File: src/rtl/mips_pkg.sv
// Shared encodings for the multicycle MIPS controller: FSM states,
// opcode and funct values, ALUOp codes and ALUControl codes.
package mips_pkg;

    typedef enum logic [3:0] {
        FETCH  = 4'd0,
        DECODE = 4'd1,
        MEMADR = 4'd2,
        MEMRD  = 4'd3,
        MEMWB  = 4'd4,
        MEMWR  = 4'd5,
        EXEC   = 4'd6,
        ALUWB  = 4'd7,
        BRANCH = 4'd8,
        ADDIEX = 4'd9,
        ADDIWB = 4'd10,
        JUMP   = 4'd11
    } state_t;

    localparam logic [5:0] OP_RTYPE = 6'b000000;
    localparam logic [5:0] OP_LW    = 6'b100011;
    localparam logic [5:0] OP_SW    = 6'b101011;
    localparam logic [5:0] OP_BEQ   = 6'b000100;
    localparam logic [5:0] OP_ADDI  = 6'b001000;
    localparam logic [5:0] OP_J     = 6'b000010;

    typedef enum logic [1:0] {
        ALUOP_ADD   = 2'b00,
        ALUOP_SUB   = 2'b01,
        ALUOP_FUNCT = 2'b10,
        ALUOP_RSVD  = 2'b11
    } aluop_t;

    localparam logic [5:0] FUNCT_ADD = 6'b100000;
    localparam logic [5:0] FUNCT_SUB = 6'b100010;
    localparam logic [5:0] FUNCT_SLT = 6'b101010;
    localparam logic [5:0] FUNCT_MUL = 6'b011100;

    localparam logic [2:0] ALUCTL_ADD = 3'b010;
    localparam logic [2:0] ALUCTL_SUB = 3'b100;
    localparam logic [2:0] ALUCTL_SLT = 3'b110;
    localparam logic [2:0] ALUCTL_MUL = 3'b101;

endpackage

File: src/rtl/ALU_Decoder.sv
// Maps the controller's ALUOp (and the funct field for R-type) to the
// 3-bit ALU operation code.
module ALU_Decoder
    import mips_pkg::*;
(
    input  logic [1:0] ALUOp,
    input  logic [5:0] Funct,
    output logic [2:0] ALUControl
);

    // ALUOp selects a fixed operation except for R-type, which uses funct
    always_comb begin
        ALUControl = ALUCTL_ADD;
        case (ALUOp)
            ALUOP_ADD: ALUControl = ALUCTL_ADD;
            ALUOP_SUB: ALUControl = ALUCTL_SUB;
            ALUOP_FUNCT: begin
                case (Funct)
                    FUNCT_ADD: ALUControl = ALUCTL_ADD;
                    FUNCT_SUB: ALUControl = ALUCTL_SUB;
                    FUNCT_SLT: ALUControl = ALUCTL_SLT;
                    FUNCT_MUL: ALUControl = ALUCTL_MUL;
                    default:   ALUControl = ALUCTL_ADD;
                endcase
            end
            default:   ALUControl = ALUCTL_ADD;
        endcase
    end

endmodule

File: src/rtl/mips_mc_controller.sv
// Multicycle MIPS main controller: Moore sequencing FSM plus ALU decode.
// Memory-dependent strobes in FETCH follow MemReady in the same cycle.
module mips_mc_controller
    import mips_pkg::*;
(
    input  logic       CLK,
    input  logic       RST,
    input  logic [5:0] Op,
    input  logic [5:0] Funct,
    input  logic       Zero,
    input  logic       MemReady,
    output logic       PCEn,
    output logic       IorD,
    output logic       MemWrite,
    output logic       IRWrite,
    output logic       RegDst,
    output logic       MemtoReg,
    output logic       RegWrite,
    output logic       ALUSrcA,
    output logic [1:0] ALUSrcB,
    output logic [1:0] PCSrc,
    output logic [2:0] ALUControl,
    output logic       IllegalOp
);

    state_t state_reg, state_next;
    // Remembers lw vs sw from DECODE so MEMADR does not look at Op again
    logic   is_sw_reg, is_sw_next;

    aluop_t alu_op;
    logic   pc_write;
    logic   branch;
    logic   ir_write;
    logic   mem_write;
    logic   reg_write;
    logic   illegal;

    // State register; reset drops straight back to FETCH without a clock
    always_ff @(posedge CLK or negedge RST) begin
        if (!RST) begin
            state_reg <= FETCH;
            is_sw_reg <= 1'b0;
        end else begin
            state_reg <= state_next;
            is_sw_reg <= is_sw_next;
        end
    end

    // Next-state and per-state datapath controls
    always_comb begin
        state_next = state_reg;
        is_sw_next = is_sw_reg;
        alu_op     = ALUOP_ADD;
        pc_write   = 1'b0;
        branch     = 1'b0;
        ir_write   = 1'b0;
        mem_write  = 1'b0;
        reg_write  = 1'b0;
        illegal    = 1'b0;
        IorD       = 1'b0;
        RegDst     = 1'b0;
        MemtoReg   = 1'b0;
        ALUSrcA    = 1'b0;
        ALUSrcB    = 2'b00;
        PCSrc      = 2'b00;
        case (state_reg)
            FETCH: begin
                ALUSrcB = 2'b01;
                if (MemReady) begin
                    ir_write   = 1'b1;
                    pc_write   = 1'b1;
                    state_next = DECODE;
                end
            end
            DECODE: begin
                ALUSrcB    = 2'b11;
                is_sw_next = (Op == OP_SW);
                case (Op)
                    OP_LW, OP_SW: state_next = MEMADR;
                    OP_RTYPE:     state_next = EXEC;
                    OP_BEQ:       state_next = BRANCH;
                    OP_ADDI:      state_next = ADDIEX;
                    OP_J:         state_next = JUMP;
                    default: begin
                        illegal    = 1'b1;
                        state_next = FETCH;
                    end
                endcase
            end
            MEMADR: begin
                ALUSrcA    = 1'b1;
                ALUSrcB    = 2'b10;
                state_next = is_sw_reg ? MEMWR : MEMRD;
            end
            MEMRD: begin
                IorD = 1'b1;
                if (MemReady) state_next = MEMWB;
            end
            MEMWB: begin
                MemtoReg   = 1'b1;
                reg_write  = 1'b1;
                state_next = FETCH;
            end
            MEMWR: begin
                IorD      = 1'b1;
                mem_write = 1'b1;
                if (MemReady) state_next = FETCH;
            end
            EXEC: begin
                ALUSrcA    = 1'b1;
                alu_op     = ALUOP_FUNCT;
                state_next = ALUWB;
            end
            ALUWB: begin
                RegDst     = 1'b1;
                reg_write  = 1'b1;
                state_next = FETCH;
            end
            BRANCH: begin
                ALUSrcA    = 1'b1;
                alu_op     = ALUOP_SUB;
                PCSrc      = 2'b01;
                branch     = 1'b1;
                state_next = FETCH;
            end
            ADDIEX: begin
                ALUSrcA    = 1'b1;
                ALUSrcB    = 2'b10;
                state_next = ADDIWB;
            end
            ADDIWB: begin
                reg_write  = 1'b1;
                state_next = FETCH;
            end
            JUMP: begin
                PCSrc      = 2'b10;
                pc_write   = 1'b1;
                state_next = FETCH;
            end
            default: state_next = FETCH;
        endcase
    end

    // Write strobes are held off for as long as reset is low, including
    // the FETCH strobes that would otherwise follow MemReady
    assign PCEn      = RST & (pc_write | (branch & Zero));
    assign IRWrite   = RST & ir_write;
    assign MemWrite  = RST & mem_write;
    assign RegWrite  = RST & reg_write;
    assign IllegalOp = RST & illegal;

    ALU_Decoder u_alu_decoder (
        .ALUOp      (alu_op),
        .Funct      (Funct),
        .ALUControl (ALUControl)
    );

endmodule

File: config.mk
export PLATFORM = sky130hd
export DESIGN_NAME = mips_mc_controller
export DESIGN_NICKNAME = d
export VERILOG_FILES = /design/src/rtl/mips_pkg.sv /design/src/rtl/ALU_Decoder.sv /design/src/rtl/mips_mc_controller.sv
export SDC_FILE = /design/constraint.sdc
export NUM_CORES = 1
export LEC_CHECK = 0
export ABC_AREA = 1
export BUFFER_PORTS_ARGS = -buffer_cell sky130_fd_sc_hd__buf_2
export CAP_MARGIN = 40
export CORE_MARGIN = 3
export CORE_UTILIZATION = 30
export CTS_CLUSTER_SIZE = 16
export DETAILED_ROUTE_END_ITERATION = 10
export GPL_ROUTABILITY_DRIVEN = 0
export PLACE_DENSITY_LB_ADDON = 0.05
export SKIP_LAST_GASP = 1
export SLEW_MARGIN = 20
export SYNTH_ARGS = -nofsm -noshare
export SYNTH_HDL_FRONTEND = slang
export SYNTH_SLANG_ARGS = --single-unit
File: constraint.sdc
create_clock -name CLK -period 2.95 [get_ports CLK]
set_input_delay 0.885 -clock CLK [delete_from_list [all_inputs] [get_ports CLK]]
set_output_delay 0.885 -clock CLK [all_outputs]
set_load 0.02 [all_outputs]
Word level (Yosys, flattened, before mapping) --
Cells that the tools add are included.
Storage, ports and cells: register bits 5, word-level logic and storage cells 65
Cells by class: equality and inequality tests 24, muxes and demuxes 23, bitwise logic cells 7, reductions and logical operators 9
Operator list (number):
- 4-bit case mux with 7 select lines | 1
- 6-bit equality test (second input constant) | 4
- 4-bit case mux with 5 select lines | 1
- 4-bit by 3-bit equality test with 1-bit output (second input constant) | 4
- 4-bit equality test (second input constant) | 4
- 4-bit 2-to-1 mux | 3
- 1-bit 2-to-1 mux | 11
- 3-bit case mux with 3 select lines | 1
- 4-bit by 2-bit equality test with 1-bit output (second input constant) | 2
- 2-bit case mux with 2 select lines | 2
- 1-bit bitwise AND | 6
- 6-bit by 2-bit equality test with 1-bit output (second input constant) | 1
- 6-bit by 3-bit equality test with 1-bit output (second input constant) | 1
- 6-bit by 4-bit equality test with 1-bit output (second input constant) | 1
- 6-bit by 5-bit equality test with 1-bit output (second input constant) | 1
- 6-bit logical NOT | 1
- 2-bit inequality test (second input constant) | 3
- 2-bit case mux with 3 select lines | 1
- 3-bit case mux with 2 select lines | 1
- 2-bit OR reduction | 3
- 6-bit OR reduction | 1
- 4-bit by 1-bit equality test with 1-bit output (second input constant) | 1
- 4-bit logical NOT | 1
- 4-bit OR reduction | 1
- 7 further kinds | 7

Depth between registers and ports, before layout --
Gate-level depths: netlist (run 1).
word-level depth 5, gate-level depth with buffers 12

Cells and area by module --
Synthesis (run 1) repeated with hierarchy kept, for this count alone.
Unflattened totals: cells, all modules 139, area total of the unflattened synthesis 721.9 um^2
Modules (own cells, without submodules):
- mips_mc_controller | times used 1, cells each 103, area each 559.3 um^2
- ALU_Decoder | times used 1, cells each 36, area each 162.7 um^2

Least setup slack after synthesis (run 1) --
OpenSTA, ideal clock, no wires.
kind reg2out, start point register state_reg[0], end point output port ALUControl[1], data arrival time 1775 ps, slack 290 ps, cell stages (with the launch flop) 11, buffers on the path 0, cells stage by stage dfrtp_1 -> nor2_1 -> inv_1 -> nor2_4 -> inv_1 -> ha_1 -> inv_1 -> nor2_1 -> nand2_1 -> nand2_1 -> a22oi_1
On the way: cells in the longest elaborated chain, start to end 4, elaborated cells on any way between the ends 6, those cells by class 4 x eq/ne; 2 x mux
Ends and longest elaborated chain:
- start, declared | line mips_mc_controller.sv:26 | state_t state_reg, state_next;
- start signal, assigned | line mips_mc_controller.sv:44 | state_reg <= state_next;
- 4-bit equality test / 4-bit by 3-bit equality test with 1-bit output (equally long branches) | line mips_mc_controller.sv:66 | case (state_reg)
- 2-bit case mux with 2 select lines (*) | line mips_mc_controller.sv:66
- 2-bit equality test / 2-bit by 1-bit equality test with 1-bit output (equally long branches) | line ALU_Decoder.sv:14 | case (ALUOp)
- 3-bit case mux with 2 select lines (*) | line ALU_Decoder.sv:14
- end, declared | line mips_mc_controller.sv:22 | output logic [2:0] ALUControl,
Every way passes the cells marked *; elsewhere a longest branch is shown, timed or not.

Final worst setup path (run 1) --
start point register state_reg[3], end point output port ALUControl[2]
Same word-level chain as after synthesis.

==> impl_metrics.json, run 1 <==
{
  "status": "completed",
  "crit_required_ps": 2070,
  "drtPass1Iterations": 4,
  "critPathKind": "register to output pin",
  "end_kind": "output pin",
  "p_comb_frac": 0.668,
  "clk_pin_slew_ps": 40,
  "synth_seq_area_share": 0.1898,
  "max_stage_delay_ps": 390,
  "switchingPower_uw": 305.7,
  "postCtsHoldBufs": 0,
  "first_global_vias": 699,
  "grt_overflow": 0,
  "max_cap_violations": 0,
  "max_freq_mhz": 367.9,
  "synth.net_count": 134,
  "final.setup.tns_ps": 0,
  "syn-cell-area_sq_um": 659.4,
  "powerDensity_nw_per_um2": 640.4,
  "critical_path_arrival_ps": 1830,
  "via_per_inst": 4.470,
  "cts_buffers": 3,
  "diodes": 0,
  "grt_max_degree": 9,
  "cts.sink_count": 5,
  "die_h_um": 52.88,
  "synth_seq_cells": 5,
  "critPathTopFamily": "buffers and inverters",
  "dpl.hpwl_um": 1444,
  "critPathLaunchType": "register",
  "fin_crit_ps": 2718,
  "setup_viol": 0,
  "ioPinCount": 32,
  "grt_pass1_wl_um": 2794,
  "hold_viol_final": 0,
  "start_util": 0.3261,
  "final_common_cell": "buf_2",
  "htreeDepth": 1,
  "io_buffers": 31,
  "power.internal_uw": 287.2,
  "layout-drive-gt1-share": 0.3974,
  "critPathSlowestCell": "dfrtp_2",
  "synthCells": 116,
  "rows": 16,
  "wl_per_cell_um": 9.317,
  "drv_slew": 0,
  "dieArea_sq_um": 2796,
  "ys_types": 21,
  "seqPwrFrac": 0.207,
  "crit_chain": "inv_1 -> nor2_2 -> inv_2 -> nor2_4 -> inv_1 -> ha_1 -> inv_1 -> nor2_1 -> nand2_1 -> nand2_1 -> o21bai_1 -> inv_1 -> buf_2",
  "p_clk_frac": 0.125,
  "crit_path_frequent_cell": "inv_1",
  "cp_max_fo": 5,
  "clk_latency_ps": 230,
  "cts_buffer_depth": 2,
  "syn_area_per_cell_sq_um": 5.684,
  "peakVddDrop_mv": 0.4401,
  "slew_headroom": 0.8557,
  "grt_antenna_before_repair": 0,
  "gr-usage-all-layers": 0.1311,
  "nets": 175,
  "num_vias": 818,
  "tightest_slew_ps": 215.6,
  "rsz0062_at_grt": "no",
  "drt_iter0_drc": 12,
  "die_w_um": 52.88,
  "final_cell_mix": "buf_2, nand2_1, inv_1",
  "largest_reg_flops": 4,
  "clockRootBuffer": "clkbuf_4",
  "crit_buf_inv": 6,
  "post-route-drc-count": 0,
  "area_growth_syn_to_layout_pct": 40.42,
  "wirelength_um": 1705,
  "leakage_nw": 0.5828,
  "pre_cts_ws_ps": 301.2,
  "cts_tree": "yes",
  "switching_share": 0.5156,
  "ant_nets": 0,
  "fin_ws_ps": 231.9,
  "finClkSkew_ps": 1.155,
  "core-area_sq_um": 2022,
  "yosys_warnings": 0,
  "finalCritPeriodShare": 0.9214,
  "worstHoldPathType": "primary input to asynchronous set/reset pin"
}
layer usage:
layer | up-vias | GRT usage | wire (um)
li1 | 446 | - | -
met3 | 0 | 0.02535 | 87
met2 | 20 | 0.2128 | 823
met1 | 352 | 0.1744 | 794
met5 | - | 0 | 0
met4 | 0 | 0.03830 | 0
cell families (layout without fill, tap and decap cells):
family                     Yosys count  in the layout  share of synthesized area
AOI/OAI and AO/OA                   12             12                     0.1044
and+or+nand+nor                     69             69                     0.5085
buffers and inverters               28             68                     0.1594
adders and majority gates            2              2                    0.03794
DFF                                  5              5                     0.1898
power groups by stage:
stage	registers [mW]	logic [mW]	clock network [mW]
after floorplan	0.111	0.270	0
after global placement	0.118	0.362	0
after detailed placement	0.118	0.360	0
after CTS	0.117	0.361	0.0780
after global routing	0.125	0.441	0.0836
final	0.123	0.396	0.0743
repair_timing:
action | in CTS | in global routing
setup endpoints to repair | 0 | 2
gates resized for setup | 0 | 6
setup buffers | 0 | 5
final timing paths:
check	start	end	slack, ps	cells after the start
setup / recovery	state_reg[3]	ALUControl[2]	230	13
hold / removal	RST	state_reg[1]	480	1
setup reg to reg	state_reg[3]	state_reg[2]	1590	7
hold reg to reg	is_sw_reg	is_sw_reg	530	2
max in group asynchronous	RST	state_reg[0]	2290	1
min in group CLK	is_sw_reg	is_sw_reg	530	2
Yosys cell counts:
| master | n | area (sq um) |
|---|---|---|
| nor2_4 | 3 | 33.78 |
| nor2_2 | 4 | 25.02 |
| a31oi_1 | 1 | 6.260 |
| ha_1 | 2 | 25.02 |
| a22oi_1 | 1 | 7.510 |
| o211ai_1 | 1 | 7.510 |
| o21ai_1 | 5 | 25.02 |
| inv_1 | 20 | 75.07 |
| dfrtp_1 | 5 | 125.1 |
| nor3_2 | 1 | 10.01 |
| a21oi_1 | 2 | 10.01 |
| nand3_1 | 12 | 60.06 |
| inv_2 | 8 | 30.03 |
| o21ai_0 | 1 | 5.000 |
| nand4_1 | 4 | 25.02 |
| nor3_1 | 1 | 5.000 |
| o21bai_1 | 1 | 7.510 |
| nand2_1 | 25 | 93.84 |
| nand2_2 | 2 | 12.51 |
| nor2_1 | 16 | 60.06 |
| nand3_2 | 1 | 10.01 |
metrics by stage:
step                hold slack (ps)  utilization  cells  area [sq um]  total power, mW
floorplan                     469.8            -    116         659.4           0.3815
finish                        481.4       0.4579    183         925.9           0.5929
global route                  482.1       0.4579    183         925.9           0.6495
CTS                           481.2       0.4326    178         874.6           0.5563
global placement              537.1       0.4196    174         848.3           0.4809
detailed placement            518.8       0.4196    174         848.3           0.4780
final cells by class:
type / instances / area [sq um]
Fill cell: 236 / 1096
Sequential cell: 5 / 128.9
Inverter: 28 / 105.1
Clock buffer: 4 / 26.28
Tap cell: 27 / 33.78
Timing Repair Buffer: 36 / 195.2
Multi-Input combinational cell: 83 / 436.7
Power figures use the tool's default switching activity.
==> run 2: changes to the inputs <==
--- a/config.mk
+++ b/config.mk
@@ -15,7 +15,7 @@
 export GPL_ROUTABILITY_DRIVEN = 0
 export PLACE_DENSITY_LB_ADDON = 0.05
 export SKIP_LAST_GASP = 1
-export SLEW_MARGIN = 20
+export SLEW_MARGIN = 5
 export SYNTH_ARGS = -nofsm -noshare
 export SYNTH_HDL_FRONTEND = slang
 export SYNTH_SLANG_ARGS = --single-unit
==> constraint.sdc (replaced) <==
create_clock -name CLK -period 2.95 [get_ports CLK]
set_input_delay 0.7375 -clock CLK [delete_from_list [all_inputs] [get_ports CLK]]
set_output_delay 0.7375 -clock CLK [all_outputs]
set_load 0.02 [all_outputs]
==> impl_metrics.json, run 2 (same netlist as run 1, synthesis figures left out) <==
{
  "grt_antenna_before_repair": 0,
  "clockRootBuffer": "clkbuf_4",
  "cts_buffer_depth": 2,
  "nets": 170,
  "grt_pass1_wl_um": 3091,
  "status": "completed",
  "regToRegSetupSlack_ps": 1650,
  "ioPinCount": 32,
  "dpl.hpwl_um": 1440,
  "first_global_vias": 759,
  "layout-drive-gt1-share": 0.3576,
  "max_freq_mhz": 377.1,
  "fin_ws_ps": 298.1,
  "via_per_inst": 4.343,
  "finalCritPeriodShare": 0.8990,
  "fillCellCount": 230,
  "diodes": 0,
  "cts_tree": "yes",
  "largest_reg_flops": 4,
  "crit_chain": "nor2_2 -> inv_1 -> nor2_4 -> inv_1 -> ha_1 -> inv_1 -> nor2_1 -> nand2_1 -> nand2_1 -> a22oi_1 -> buf_2",
  "critPathLaunchType": "register",
  "post-route-drc-count": 0,
  "io_buffers": 31,
  "start_util": 0.3261,
  "die_w_um": 52.88,
  "crit_required_ps": 2210,
  "final_cell_mix": "buf_2, nand2_1, inv_1",
  "drt_iter0_drc": 14,
  "gr-usage-all-layers": 0.1414,
  "critPathKind": "register to output pin",
  "cp-startpoint": "state_reg[0]",
  "finClkSkew_ps": 2.137,
  "clk_pin_slew_ps": 40,
  "postCtsHoldBufs": 0,
  "peakVddDrop_mv": 0.3571,
  "fin_crit_ps": 2652,
  "drv_slew": 0,
  "rows": 16,
  "cp_max_fo": 7,
  "worstHoldPathType": "primary input to asynchronous set/reset pin",
  "drtPass1Iterations": 4,
  "holdWs_ps": 332.9,
  "critical_path_arrival_ps": 1910,
  "core-area_sq_um": 2022,
  "grt_overflow": 0,
  "final.setup.tns_ps": 0,
  "slew_headroom": 0.8276,
  "htreeDepth": 1,
  "pre_cts_ws_ps": 474.8,
  "rsz0062_at_grt": "no",
  "dp.cells": 174,
  "wirelength_um": 1642,
  "grt_max_degree": 9,
  "crit_path_frequent_cell": "inv_1",
  "max_cap_violations": 0,
  "final_common_cell": "buf_2",
  "num_vias": 773,
  "area_growth_syn_to_layout_pct": 33.02,
  "cts_buffers": 3,
  "leakage_nw": 0.5604,
  "dieArea_sq_um": 2796,
  "setup_viol": 0,
  "cts.sink_count": 5,
  "clk_latency_ps": 240,
  "end_kind": "output pin",
  "die_h_um": 52.88,
  "tightest_slew_ps": 258.3,
  "ant_nets": 0,
  "wl_per_cell_um": 9.225,
  "worstReg2RegStart": "state_reg[3]",
  "powerDensity_nw_per_um2": 633.5,
  "critPathSlowestCell": "dfrtp_1",
  "max_stage_delay_ps": 460,
  "fin_cells": 178,
  "hold_viol_final": 0
}
## run 2: path summary, 6_finish.rpt
path	cells past startpoint	endpoint
setup / recovery	11	ALUControl[1]
hold / removal	1	state_reg[0]
setup reg to reg	6	state_reg[2]
hold reg to reg	2	is_sw_reg
max in group asynchronous	1	is_sw_reg
min in group CLK	2	is_sw_reg
## run 2: critical path: cells and delay by family, from the launching register on
family          cells  cell delay, ps
buf+inv             4             400
flops               1             460
compound gates      1             130
fa+ha+maj           1             200
simple gates        5             480
## run 2: cell type report
class | count | area, sq um | area share
tap | 27 | 33.78 | 0.03852
clock buffer | 4 | 26.28 | 0.02996
multi-input combinational | 83 | 431.7 | 0.4922
sequential | 5 | 125.1 | 0.1427
inverter | 28 | 105.1 | 0.1198
timing repair buffer | 31 | 155.1 | 0.1769
## run 2: through the flow
step                        util  total power, mW  area, sq um
after CTS                 0.4326           0.5607        874.6
after floorplan                -           0.3815        659.4
after detailed placement  0.4196           0.4804        848.3
after global routing      0.4338           0.6127        877.1
after global placement    0.4196           0.4812        848.3
final                     0.4338           0.5557        877.1
## run 2: layer usage
metal | GRT usage | routed length (um)
met1 | 0.1820 | 771
met5 | 0 | 0
met3 | 0.01972 | 109
met4 | 0.02553 | 0
met2 | 0.2500 | 761
## run 2: repair_timing
action	in CTS	in global routing
setup endpoints to repair	0	2
gates resized for setup	0	1
buffers inserted	0	0
## run 2: power by group
part	switching (mW)	internal (mW)	total (mW)	leakage, nW
logic	0.239	0.120	0.359	0.478
clock network	0.0263	0.0510	0.0773	0.0150
registers	0.0320	0.0869	0.119	0.0670
total	0.297	0.258	0.556	0.560
==> run 3: changes to the inputs <==
==> constraint.sdc (replaced) <==
create_clock -name CLK -period 2.4 [get_ports CLK]
set_input_delay 0.6 -clock CLK [delete_from_list [all_inputs] [get_ports CLK]]
set_output_delay 0.6 -clock CLK [all_outputs]
set_load 0.02 [all_outputs]
==> impl_metrics.json, run 3 (same netlist as run 1, synthesis figures left out) <==
{
  "seqPwrFrac": 0.175,
  "finClkSkew_ps": 0.3220,
  "fin_crit_ps": 2408,
  "tightest_slew_ps": 232.6,
  "crit_chain": "buf_6 -> nor2_4 -> inv_2 -> nor2_4 -> inv_1 -> ha_2 -> inv_2 -> nor2_1 -> nand2_1 -> nand2_2 -> a22oi_1 -> buf_4",
  "critPathLaunchType": "register",
  "cts_buffer_depth": 2,
  "rsz0062_at_grt": "yes",
  "busiest_layer": "met2",
  "seq_area_sq_um": 127.6,
  "ant_nets": 0,
  "wl_per_cell_um": 9.869,
  "fin_ws_ps": -7.996,
  "first_global_vias": 814,
  "fin_total_pwr_uw": 806.1,
  "crit_required_ps": 1800,
  "dieArea_sq_um": 2796,
  "slew_headroom": 0.8448,
  "grt_antenna_before_repair": 0,
  "p_comb_frac": 0.705,
  "rows": 16,
  "nets": 183,
  "grt_use_met1": 0.1939,
  "max_freq_mhz": 415.3,
  "switchingPower_uw": 403.8,
  "failed_checks": "setup timing",
  "powerDensity_nw_per_um2": 800.3,
  "clk_pin_slew_ps": 40,
  "postPlaceCellArea_sq_um": 855.8,
  "grt_util_met3": 0.008451,
  "use_met2": 0.2707,
  "drv_slew": 0,
  "worstHoldPathType": "primary input to asynchronous set/reset pin",
  "clockRootBuffer": "clkbuf_4",
  "wirelength_um": 1885,
  "dpl.hpwl_um": 1444,
  "grt_overflow": 0,
  "critPathSlowestCell": "dfrtp_1",
  "finalCritPeriodShare": 1.003,
  "peakVddDrop_mv": 0.4683,
  "layout-drive-gt1-share": 0.4512,
  "hold_viol_final": 0,
  "switching_share": 0.5010,
  "gr-usage-all-layers": 0.1526,
  "largest_reg_flops": 4,
  "grt_pass1_wl_um": 3256,
  "status": "complete, but fails checks",
  "diodes": 0,
  "num_vias": 867,
  "drtPass1Iterations": 4,
  "drt_iter0_drc": 12,
  "final_common_cell": "buf_2",
  "cts_tree": "yes",
  "die_w_um": 52.88,
  "post-route-drc-count": 0,
  "via_per_inst": 4.539,
  "leakage_nw": 0.6251,
  "area_growth_syn_to_layout_pct": 52.75,
  "regToRegSetupSlack_ps": 1000,
  "multi_input_area_sq_um": 449.2,
  "critPathKind": "register to output pin",
  "cts.sink_count": 5,
  "fillCellCount": 238,
  "clk_latency_ps": 240,
  "grt_max_degree": 9,
  "power.internal_uw": 402.3,
  "cp_max_fo": 4,
  "die_h_um": 52.88,
  "start_util": 0.3261,
  "cts_buffers": 3,
  "io_buffers": 31,
  "end_kind": "output pin",
  "htreeDepth": 1,
  "max_cap_violations": 0,
  "core-area_sq_um": 2022,
  "final_cell_mix": "buf_2, nand2_1, inv_1",
  "max_stage_delay_ps": 420,
  "final_util": 0.4981,
  "p_clk_frac": 0.120,
  "ioPinCount": 32,
  "setup_viol": 1,
  "critical_path_arrival_ps": 1810,
  "stdcell_area_sq_um": 1007,
  "postCtsHoldBufs": 0
}
[run 3: power groups by stage]
stage / Sequential [mW] / Combinational, mW / Clock [mW]
2_1_floorplan: 0.137 / 0.332 / 0
3_3_place_gp: 0.143 / 0.462 / 0
3_5_place_dp: 0.143 / 0.462 / 0
4_1_cts: 0.135 / 0.539 / 0.100
5_1_grt: 0.143 / 0.637 / 0.104
6_report: 0.141 / 0.569 / 0.0964
[run 3: final timing paths]
| path | cells past startpoint | from | endpoint |
|---|---|---|---|
| worst max-delay path | 12 | state_reg[2] | ALUControl[1] |
| min in group CLK | 2 | is_sw_reg | is_sw_reg |
| worst min-delay path | 1 | RST | is_sw_reg |
| max in group asynchronous | 1 | RST | state_reg[0] |
| worst max register to register | 7 | state_reg[2] | state_reg[2] |
| worst min register to register | 2 | is_sw_reg | is_sw_reg |
[run 3: layout make-up]
class | count | share of cell area
inverter | 28 | 0.1043
tap | 27 | 0.03354
clock buffer | 4 | 0.02609
multi-input combinational | 83 | 0.4460
sequential | 5 | 0.1267
timing repair buffer | 44 | 0.2634
[run 3: stage by stage]
stage	cells	hold slack (ps)	setup TNS, ps	setup slack [ps]
5_1_grt	191	205.0	-294.9	-139.4
3_3_place_gp	175	450.5	0	175.7
6_report	191	197.0	-7.996	-7.996
4_1_cts	188	192.0	0	4.209
2_1_floorplan	116	304.4	0	24.98
3_5_place_dp	175	448.8	0	126.7
[run 3: repair_timing]
| item | in CTS | in global routing |
|---|---|---|
| setup buffers | 9 | 3 |
| setup endpoints to repair | 2 | 3 |
| cloned | 0 | 0 |
| resized for setup | 5 | 9 |
| pin swaps | 5 | 4 |
[run 3: metal layers]
| layer | vias up | part of all wire |
|---|---|---|
| li1 | 462 | - |
| met3 | 0 | 0.060 |
| met5 | - | 0 |
| met4 | 0 | 0 |
| met2 | 25 | 0.51 |
| met1 | 380 | 0.43 |
[run 3: worst max-delay path: cells and delay by family (launching register included)]
kind / cells / cell delay [ps]
and+or+nand+nor: 5 / 340
AOI/OAI and AO/OA: 1 / 170
buffers and inverters: 5 / 470
DFF: 1 / 420
adders and majority gates: 1 / 170
